## src/rtl/program_loader.sv

```systemverilog
// program_loader: boot-time loader that receives a length-prefixed,
// XOR-checksummed byte stream and writes it as 16-bit words into memory.
// The processor is held in reset until a complete image with a good checksum
// has been stored.
module program_loader #(
    parameter int ADDR_W    = 10,
    parameter int BASE_ADDR = 0,
    parameter int MAX_WORDS = 1024
) (
    input  logic              CLK,
    input  logic              reset,
    input  logic              in_valid,
    input  logic [7:0]        in_data,
    output logic              in_ready,
    output logic              mem_write,
    output logic [ADDR_W-1:0] mem_addr,
    output logic [15:0]       mem_data,
    output logic              cpu_reset,
    output logic              done,
    output logic              error
);

    typedef enum logic [2:0] {
        S_LEN_HI = 3'd0,
        S_LEN_LO = 3'd1,
        S_W_HI   = 3'd2,
        S_W_LO   = 3'd3,
        S_WR     = 3'd4,
        S_CHK    = 3'd5,
        S_RUN    = 3'd6,
        S_ERR    = 3'd7
    } state_t;

    state_t              state_q, state_d;
    logic [15:0]         len_q, len_d;
    logic [7:0]          hi_q, hi_d;
    logic [7:0]          xor_q, xor_d;
    logic [15:0]         cnt_q, cnt_d;
    logic                mem_write_q, mem_write_d;
    logic [ADDR_W-1:0]   mem_addr_q, mem_addr_d;
    logic [15:0]         mem_data_q, mem_data_d;
    logic                cpu_reset_q, cpu_reset_d;
    logic                done_q, done_d;
    logic                error_q, error_d;

    logic                xfer_s;
    logic [15:0]         len_rx_s;
    logic [15:0]         addr_full_s;
    logic [15:0]         cnt_inc_s;

    // Byte acceptance is a pure decode of the registered state.
    always_comb begin
        case (state_q)
            S_LEN_HI, S_LEN_LO, S_W_HI, S_W_LO, S_CHK: in_ready = 1'b1;
            default:                                   in_ready = 1'b0;
        endcase
    end

    assign xfer_s      = in_valid & in_ready;
    assign len_rx_s    = {len_q[15:8], in_data};
    assign addr_full_s = 16'(BASE_ADDR) + cnt_q;
    assign cnt_inc_s   = cnt_q + 16'd1;

    // Next-state and next-output logic; registered outputs are computed one cycle ahead.
    always_comb begin
        state_d     = state_q;
        len_d       = len_q;
        hi_d        = hi_q;
        xor_d       = xor_q;
        cnt_d       = cnt_q;
        mem_write_d = 1'b0;
        mem_addr_d  = mem_addr_q;
        mem_data_d  = mem_data_q;
        cpu_reset_d = cpu_reset_q;
        done_d      = done_q;
        error_d     = error_q;

        case (state_q)
            S_LEN_HI: begin
                if (xfer_s) begin
                    len_d[15:8] = in_data;
                    xor_d       = xor_q ^ in_data;
                    state_d     = S_LEN_LO;
                end else begin
                    state_d = S_LEN_HI;
                end
            end
            S_LEN_LO: begin
                if (xfer_s) begin
                    len_d[7:0] = in_data;
                    xor_d      = xor_q ^ in_data;
                    if ({1'b0, len_rx_s} > 17'(MAX_WORDS)) begin
                        state_d     = S_ERR;
                        error_d     = 1'b1;
                        cpu_reset_d = 1'b1;
                    end else if (len_rx_s == 16'd0) begin
                        state_d = S_CHK;
                    end else begin
                        state_d = S_W_HI;
                    end
                end else begin
                    state_d = S_LEN_LO;
                end
            end
            S_W_HI: begin
                if (xfer_s) begin
                    hi_d    = in_data;
                    xor_d   = xor_q ^ in_data;
                    state_d = S_W_LO;
                end else begin
                    state_d = S_W_HI;
                end
            end
            S_W_LO: begin
                // Strobe, data and address are staged here so they appear registered in WR.
                if (xfer_s) begin
                    xor_d       = xor_q ^ in_data;
                    mem_write_d = 1'b1;
                    mem_data_d  = {hi_q, in_data};
                    mem_addr_d  = addr_full_s[ADDR_W-1:0];
                    state_d     = S_WR;
                end else begin
                    state_d = S_W_LO;
                end
            end
            S_WR: begin
                cnt_d = cnt_inc_s;
                if (cnt_inc_s == len_q) begin
                    state_d = S_CHK;
                end else begin
                    state_d = S_W_HI;
                end
            end
            S_CHK: begin
                if (xfer_s) begin
                    if (in_data == xor_q) begin
                        state_d     = S_RUN;
                        done_d      = 1'b1;
                        cpu_reset_d = 1'b0;
                    end else begin
                        state_d     = S_ERR;
                        error_d     = 1'b1;
                        cpu_reset_d = 1'b1;
                    end
                end else begin
                    state_d = S_CHK;
                end
            end
            S_RUN: begin
                state_d = S_RUN;
            end
            S_ERR: begin
                state_d = S_ERR;
            end
            default: begin
                state_d     = S_ERR;
                error_d     = 1'b1;
                cpu_reset_d = 1'b1;
            end
        endcase
    end

    // State and output registers with synchronous reset that outranks all inputs.
    always_ff @(posedge CLK) begin
        if (reset) begin
            state_q     <= S_LEN_HI;
            len_q       <= 16'd0;
            hi_q        <= 8'd0;
            xor_q       <= 8'd0;
            cnt_q       <= 16'd0;
            mem_write_q <= 1'b0;
            mem_addr_q  <= ADDR_W'(BASE_ADDR);
            mem_data_q  <= 16'd0;
            cpu_reset_q <= 1'b1;
            done_q      <= 1'b0;
            error_q     <= 1'b0;
        end else begin
            state_q     <= state_d;
            len_q       <= len_d;
            hi_q        <= hi_d;
            xor_q       <= xor_d;
            cnt_q       <= cnt_d;
            mem_write_q <= mem_write_d;
            mem_addr_q  <= mem_addr_d;
            mem_data_q  <= mem_data_d;
            cpu_reset_q <= cpu_reset_d;
            done_q      <= done_d;
            error_q     <= error_d;
        end
    end

    assign mem_write = mem_write_q;
    assign mem_addr  = mem_addr_q;
    assign mem_data  = mem_data_q;
    assign cpu_reset = cpu_reset_q;
    assign done      = done_q;
    assign error     = error_q;

endmodule

```

## config.mk

```make
export PLATFORM = sky130hd
export DESIGN_NAME = program_loader
export DESIGN_NICKNAME = d
export VERILOG_FILES = /design/src/rtl/program_loader.sv
export SDC_FILE = /design/constraint.sdc
export NUM_CORES = 1
export LEC_CHECK = 0
export BUFFER_PORTS_ARGS = -buffer_cell sky130_fd_sc_hd__buf_2
export CORE_MARGIN = 5
export CORE_UTILIZATION = 25
export CTS_CLUSTER_SIZE = 30
export DETAILED_ROUTE_END_ITERATION = 8
export PLACE_DENSITY = 0.43
export SLEW_MARGIN = 25
export SYNTH_ARGS = -nofsm -noshare
export SYNTH_HDL_FRONTEND = slang
export SYNTH_SLANG_ARGS = --single-unit
export TNS_END_PERCENT = 30
```

## constraint.sdc

```tcl
create_clock -name CLK -period 2.75 [get_ports CLK]
set_input_delay 0.4125 -clock CLK [delete_from_list [all_inputs] [get_ports CLK]]
set_output_delay 0.4125 -clock CLK [all_outputs]
set_load 0.01 [all_outputs]
```

# Yosys cells after proc, flatten, opt, wreduce, memory -nomap -nowiden
# Index checks and enable logic that the tools add are counted.
[word_totals] ff_bits=81 inputBits=11 word_cells=64
[op_classes] add_sub_neg=1 order_cmp=1 n_eq_ne=13 muxes=20 n_bitwise=3 n_reduce_logical=14
[op_table] operator="3-bit one-hot mux with 8 select lines" n=1
[op_table] operator="3-bit two-way mux" n=6
[op_table] operator="16-bit by 1-bit adder with 16-bit output (second input constant)" n=1
[op_table] operator="16-bit == test" n=1
[op_table] operator="16-bit by 11-bit > comparator with 1-bit output (second input constant)" n=1
[op_table] operator="16-bit logical NOT" n=1
[op_table] operator="3-bit == test (second input constant)" n=4
[op_table] operator="1-bit two-way mux" n=11
[op_table] operator="2-bit AND reduction" n=5
[op_table] operator="8-bit == test" n=1
[op_table] operator="2-bit != test (second input constant)" n=4
[op_table] operator="8-bit bitwise XOR" n=1
[op_table] operator="3-bit by 2-bit == test with 1-bit output (second input constant)" n=2
[op_table] operator="5-bit AND reduction" n=1
[op_table] operator="5-bit OR reduction" n=1
[op_table] operator="1-bit one-hot mux with 2 select lines" n=2
[op_table] operator="4-bit AND reduction" n=1
[op_table] operator="4-bit OR reduction" n=1
[op_table] operator="3-bit by 1-bit == test with 1-bit output (second input constant)" n=1
[op_table] operator="3-bit logical NOT" n=1
[op_table] operator="3-bit AND reduction" n=1
[op_table] operator="2-bit nonzero test" n=1
[op_table] operator="2-bit OR reduction" n=1
[op_table] operator="1-bit AND" n=1
[op_table] operator="1-bit NOT" n=1

# Depth between registers and ports, before layout
# Gate-level depths: netlist (run 1).
[depth] word_depth=6 ltp_mapped=8 depth_no_buf=7

# Worst setup path before layout (run 1)
# OpenSTA, ideal clock, no wires.
[synth_path] path_kind="register -> register" startpoint="register cnt_q[0]" endpoint="register state_q[2]" setup_time_ns=0.086 arrival_ns=1.989 slack_ns=0.676 path_stages_with_launch=8 synth_period_minus_slack_ns=2.074 path_cell_list="dfxtp_1 > ha_1 > nand3_1 > nor4_1 > xnor2_1 > o221a_1 > o2111ai_1 > a211oi_1"
[synth_between] elab_chain_cells=4
[synth_rtl] element="start, declared" line_no="38" text="logic [15:0] cnt_q, cnt_d;"
[synth_rtl] element="start signal, assigned" line_no="182" text="cnt_q <= cnt_d;"
[synth_rtl] element="16-bit by 1-bit adder with 16-bit output" line_no="62" text="assign cnt_inc_s = cnt_q + 16'd1;"
[synth_rtl] element="16-bit == test" line_no="128" text="if (cnt_inc_s == len_q) begin"
[synth_rtl] element="3-bit two-way mux" line_no="128"
[synth_rtl] element="3-bit one-hot mux with 8 select lines" line_no="78" text="case (state_q)"
[synth_rtl] element="end signal, assigned" line_no="178" text="state_q <= state_d;"
[synth_rtl] element="end, declared" line_no="34" text="state_t state_q, state_d;"
# No other way between the ends.
# A chain may end at the register's enable or synchronous reset.

# Final worst setup path (run 1)
# Ends and elaborated chain as after synthesis.

==> flow_metrics.tcl, run 1 <==
set metrics [dict create \
    drtAntennaViolNets 0 \
    clockBufferDepth 2 \
    ir_drop_mv 0.271 \
    synth_top_cells_by_count "nand2_1, dfxtp_1, a21oi_1" \
    cts.repair.resized 0 \
    hold_violations 0 \
    crit_fanout 9 \
    drc 0 \
    grt_max_degree 40 \
    rsz0062_at_grt "false" \
    antenna_found_initial 0 \
    reg2reg_slack_ns 0.29 \
    power-per-cell-area_nw_per_um2 633 \
    grt_usage_pct 11.4 \
    fin_setup_tns_ns 0 \
    ctsRootBufferMaster "clkbuf_16" \
    io_pins 42 \
    wl_per_cell_um 14.2 \
    synth_top_area_share_pct 43.3 \
    synth-edff-count 0 \
    p_seq_share_pct 45.7 \
    period_share_pct 89.3 \
    worstMarginPinSlew_ns 0.827 \
    setup.worst_path.class "register to register" \
    hpwl_um 7090 \
    drtPass1Iterations 4 \
    io_buffers 41 \
    syn-instance-count 479 \
    worstPathCellList "ha_1 -> nand3_1 -> nor4_1 -> a21oi_1 -> a2111oi_0 -> o2111ai_1 -> a211oi_1" \
    fin_nets 514 \
    synthDistinctLibCells 45 \
    die_area_um2 17500 \
    synth.avg_cell_area_um2 7.82 \
    required_ns 3.00 \
    synthFlopType "dfxtp_1" \
    die_h_um 132 \
    place.gp.congestion 0.828 \
    grt_pass1_vias 3084 \
    syn-num-nets 491 \
    async_flop_share_pct 0 \
    max_stage_delay_ns 0.45 \
    core_area_um2 14600 \
    power_w 0.00278 \
    layout_min_cycle_time_ns 2.46 \
    rows 44 \
    yosysSeqAreaShare_pct 43.3 \
    start_util_pct 25.6 \
    vias_per_cell 4.71 \
    syn_area_um2 3750 \
    synth_top_cell_by_area "dfxtp_1" \
    p_clk_share_pct 44.3 \
    cts_tree "done" \
    synth_most_common_cell "nand2_1" \
    postCtsSetupRepairBufs 0 \
    maxCapViolations 0 \
    crit_arrival_ns 2.70 \
    hold_buffers 0 \
    synth_warnings 0 \
    internal_power_w 0.00208 \
    hold_slack_ns 0.411 \
    fmax_mhz 407 \
    grt_pass1_wl_um 16300 \
    skew_ns 0.00799 \
    critPathSlowestCell "dfxtp_1" \
    slew_viol_final 0 \
    p_leak_nw 1.59 \
    end_kind "register" \
    cts_buffers 9 \
    comb_power_share_pct 10.0 \
    setup_viol_count_final 0 \
    synth-seq-cells 81 \
    drt_first_iter_violations 191 \
    ctsHtreeMaxLevel 3 \
    wirelength_um 9780 \
    cts.reportedPaths.clkPinSlew_ns 0.06 \
    fin_area_um2 4390 \
    start_kind "register" \
    synth_area_leaders "dfxtp_1, nand2_1, a21oi_1" \
    clock_sinks 81 \
    netSwitchingFraction_pct 25.2 \
    dpl_cell_area_um2 4090 \
    switchingPower_w 0.000701 \
    dr_total_vias 3256 \
    die_w_um 132 \
    gr-total-overflow 0 \
    clk-insertion-delay-late_ns 0.34 \
    relSlewSlack_pct 44.4 \
    hold_class "primary input to register" \
    syn_to_final_growth_pct 17.3 \
    diodes 0 \
    drive_above_1_share_pct 12.8 \
    outcome "finished, final reports clean" \
]
flip-flops by register name, indices dropped and copies added (netlist names):
| signal | flops |
|---|---|
| state_q | 3 |
| len_q | 16 |
| hi_q | 8 |
| xor_q | 8 |
| cpu_reset | 1 |
| mem_addr | 10 |
| cnt_q | 16 |
| error | 1 |
| done | 1 |
| mem_write | 1 |
| mem_data | 16 |
metrics by stage:
step | std cells | worst slack [ns] | utilization, %
2_1_floorplan | 479 | 0.676 | -
3_3_place_gp | 675 | 0.383 | 27.9
3_5_place_dp | 675 | 0.311 | 27.9
4_1_cts | 691 | 0.309 | 30.0
5_1_grt | 691 | 0.102 | 30.0
6_report | 691 | 0.294 | 30.0
layout make-up:
type	count	area [um^2]
Clock buffer	12	256
Fill cell	1618	10200
Sequential cell	81	1620
Inverter	5	18.8
Clock inverter	4	51.3
Multi-Input combinational cell	359	1960
Timing Repair Buffer	46	255
Tap cell	184	230
placed cells by master (no fill, tap or decap), drive strengths merged, types with 9 or more instances in the layout:
cell type  count
a21oi         61
dfxtp         81
xor2          26
nand2        123
o21ai         10
xnor2         18
buf           46
nor3           9
clkbuf        12
nor2          35
worst paths after layout:
check / startpoint / endpoint / depth (start not counted)
min reg2reg: mem_addr[3] / mem_addr[3] / 2
max reg2reg: cnt_q[0] / state_q[2] / 7
max: cnt_q[0] / state_q[2] / 7
min: in_data[5] / hi_q[5] / 3
critical path: cells and delay by family, from the launching register on:
kind / cells / cell delay (ns)
AOI/OAI and AO/OA: 4 / 0.96
and+or+nand+nor: 2 / 0.64
DFF: 1 / 0.45
adders and majority gates: 1 / 0.30
metal layers:
layer  track usage (%)  part of all wire, %  vias to the layer above
li1                  -                    -                     1659
met1              15.8                   50                     1533
met2              17.5                   46                       55
met3              2.70                  3.4                        9
met4              3.46                  1.2                        0
met5                 0                    0                        -
cell families (layout without fill, tap and decap cells):
group / Yosys count / after routing / share of synthesized area [%]
fa+ha+maj: 1 / 1 / 0.334
buf+inv: 39 / 67 / 4.54
xor+xnor: 45 / 45 / 10.9
simple gates: 219 / 219 / 26.6
flops: 81 / 81 / 43.3
compound gates: 94 / 94 / 14.4
power by group through the flow:
stage                     logic, W  clock network, W  registers, W
after floorplan           0.000220                 0       0.00127
after global placement    0.000279                 0       0.00130
after detailed placement  0.000279                 0       0.00130
after CTS                 0.000280           0.00128       0.00127
after global routing      0.000313           0.00132       0.00128
final                     0.000277           0.00123       0.00127
Power figures use the tool's default switching activity.
==> run 2: changes to the inputs <==
--- a/config.mk
+++ b/config.mk
@@ -7,10 +7,10 @@
 export LEC_CHECK = 0
 export BUFFER_PORTS_ARGS = -buffer_cell sky130_fd_sc_hd__buf_2
 export CORE_MARGIN = 5
-export CORE_UTILIZATION = 25
+export CORE_UTILIZATION = 58
 export CTS_CLUSTER_SIZE = 30
 export DETAILED_ROUTE_END_ITERATION = 8
-export PLACE_DENSITY = 0.43
+export PLACE_DENSITY = 0.81
 export SLEW_MARGIN = 25
 export SYNTH_ARGS = -nofsm -noshare
 export SYNTH_HDL_FRONTEND = slang
==> run 2 against run 1 <==
Effect of this change: cell count fell by 16%; flip-flop and latch count did not move; non-clock buffer count fell by 1; largest power group unchanged.
==> flow_metrics.tcl, run 2 (synthesis results as in run 1) <==
set metrics [dict create \
    comb_power_share_pct 10.6 \
    relSlewSlack_pct 43.9 \
    reg2reg_slack_ns 0.31 \
    p_leak_nw 1.55 \
    p_clk_share_pct 39.6 \
    grt_max_degree 54 \
    rsz0062_at_grt "false" \
    hold_class "primary input to register" \
    fin_setup_tns_ns 0 \
    instances_no_fill 583 \
    die_area_um2 8170 \
    skew_ns 0.00667 \
    ctsHtreeMaxLevel 3 \
    start_util_pct 59.4 \
    wl_per_cell_um 14.6 \
    start_kind "register" \
    worstMarginPinSlew_ns 0.835 \
    dpl.cell_count 566 \
    power-per-cell-area_nw_per_um2 610 \
    core_area_um2 6310 \
    drive_above_1_share_pct 12.8 \
    cts_buffers 9 \
    ir_drop_mv 0.399 \
    grt_pass1_vias 2973 \
    drc 0 \
    worst_slack_ns 0.308 \
    grt_pass1_wl_um 14000 \
    rows 29 \
    hp-start "in_data[5]" \
    io_buffers 41 \
    fmax_mhz 410 \
    hold_buffers 0 \
    hold_slack_ns 0.369 \
    clockBufferDepth 2 \
    fill_cells 575 \
    cts.reportedPaths.clkPinSlew_ns 0.09 \
    grt_usage_pct 20.7 \
    outcome "finished, final reports clean" \
    max_stage_delay_ns 0.48 \
    clock_sinks 81 \
    setup.worst_path.class "register to register" \
    hpwl_um 5980 \
    layout_min_cycle_time_ns 2.44 \
    required_ns 3.02 \
    syn_to_final_growth_pct 11.6 \
    netSwitchingFraction_pct 27.3 \
    worstReg2RegEnd "state_q[2]" \
    critPathSlowestCell "dfxtp_1" \
    slew_viol_final 0 \
    switchingPower_w 0.000696 \
    hold_path_end "mem_data[5]" \
    final_common_cell "nand2_1" \
    drtAntennaViolNets 0 \
    diodes 0 \
    end_kind "register" \
    worstPathCellList "ha_1 -> nand3_1 -> nor4_1 -> a21oi_1 -> a2111oi_0 -> o2111ai_1 -> a211oi_1" \
    drt_first_iter_violations 242 \
    crit_arrival_ns 2.72 \
    io_pins 42 \
    die_w_um 90.4 \
    vias_per_cell 5.72 \
    drtPass1Iterations 5 \
    fin_nets 513 \
    clk-insertion-delay-late_ns 0.36 \
    internal_power_w 0.00186 \
    wirelength_um 8500 \
    antenna_found_initial 0 \
    dr_total_vias 3332 \
    cts_tree "done" \
    ff2ff_path_depth 7 \
    min_path_cells 3 \
    utilization_pct 66.2 \
    die_h_um 90.4 \
    period_share_pct 88.8 \
    pre_cts_slack_ns 0.357 \
    postCtsSetupRepairBufs 0 \
    ctsRootBufferMaster "clkbuf_8" \
    reg2reg_from "cnt_q[0]" \
    crit_fanout 9 \
    hold_violations 0 \
    maxCapViolations 0 \
    mostFrequentLayoutCells "nand2_1, dfxtp_1, a21oi_1, buf_2, nor2_1" \
    setup_viol_count_final 0 \
    p_seq_share_pct 49.8 \
    gr-total-overflow 0 \
    cts.repair.resized 0 \
    place.gp.congestion 0.941 \
]
run 2: power groups by stage:
stage	sequential (W)	combinational (W)	clock, W
2_1_floorplan	0.00127	0.000220	0
3_5_place_dp	0.00130	0.000265	0
5_1_grt	0.00128	0.000300	0.00108
6_report	0.00127	0.000270	0.00101
4_1_cts	0.00127	0.000268	0.00102
3_3_place_gp	0.00129	0.000261	0
run 2: area by class of cell:
cell class	instances	area (um^2)	share of cell area (%)
flip-flops and latches	81	1620	38.8
multi-input cells	359	1960	46.9
repair buffers	45	251	6.02
inverters	5	18.8	0.449
clock buffers	9	124	2.96
clock inverters	7	108	2.57
well taps	77	96.3	2.30
run 2: worst max path at each step:
stage	from	to	slack (ns)	cells past startpoint
floorplan	cnt_q[0]	state_q[2]	0.68	7
global placement	cnt_q[0]	state_q[2]	0.43	7
detailed placement	cnt_q[0]	state_q[2]	0.36	7
CTS	cnt_q[0]	state_q[2]	0.34	7
global route	cnt_q[0]	state_q[2]	0.08	7
finish	cnt_q[0]	state_q[2]	0.31	7
run 2: critical path: cells and delay by family (launching register included):
family,cells,cell delay [ns]
AOI/OAI and AO/OA,4,0.95
adders and majority gates,1,0.30
and+or+nand+nor,2,0.63
DFF,1,0.48
run 2: stage by stage:
step,power (W),cell area [um^2]
2_1_floorplan,0.00149,3750
5_1_grt,0.00266,4180
3_3_place_gp,0.00156,3940
3_5_place_dp,0.00156,3940
4_1_cts,0.00256,4170
6_report,0.00255,4180
run 2: per-layer routing:
metal	wire length, um	GRT usage (%)	vias to the layer above
li1	-	-	1651
met1	3790	26.9	1551
met2	4010	33.0	122
met3	615	5.75	8
met4	83	6.70	0
met5	0	0	-
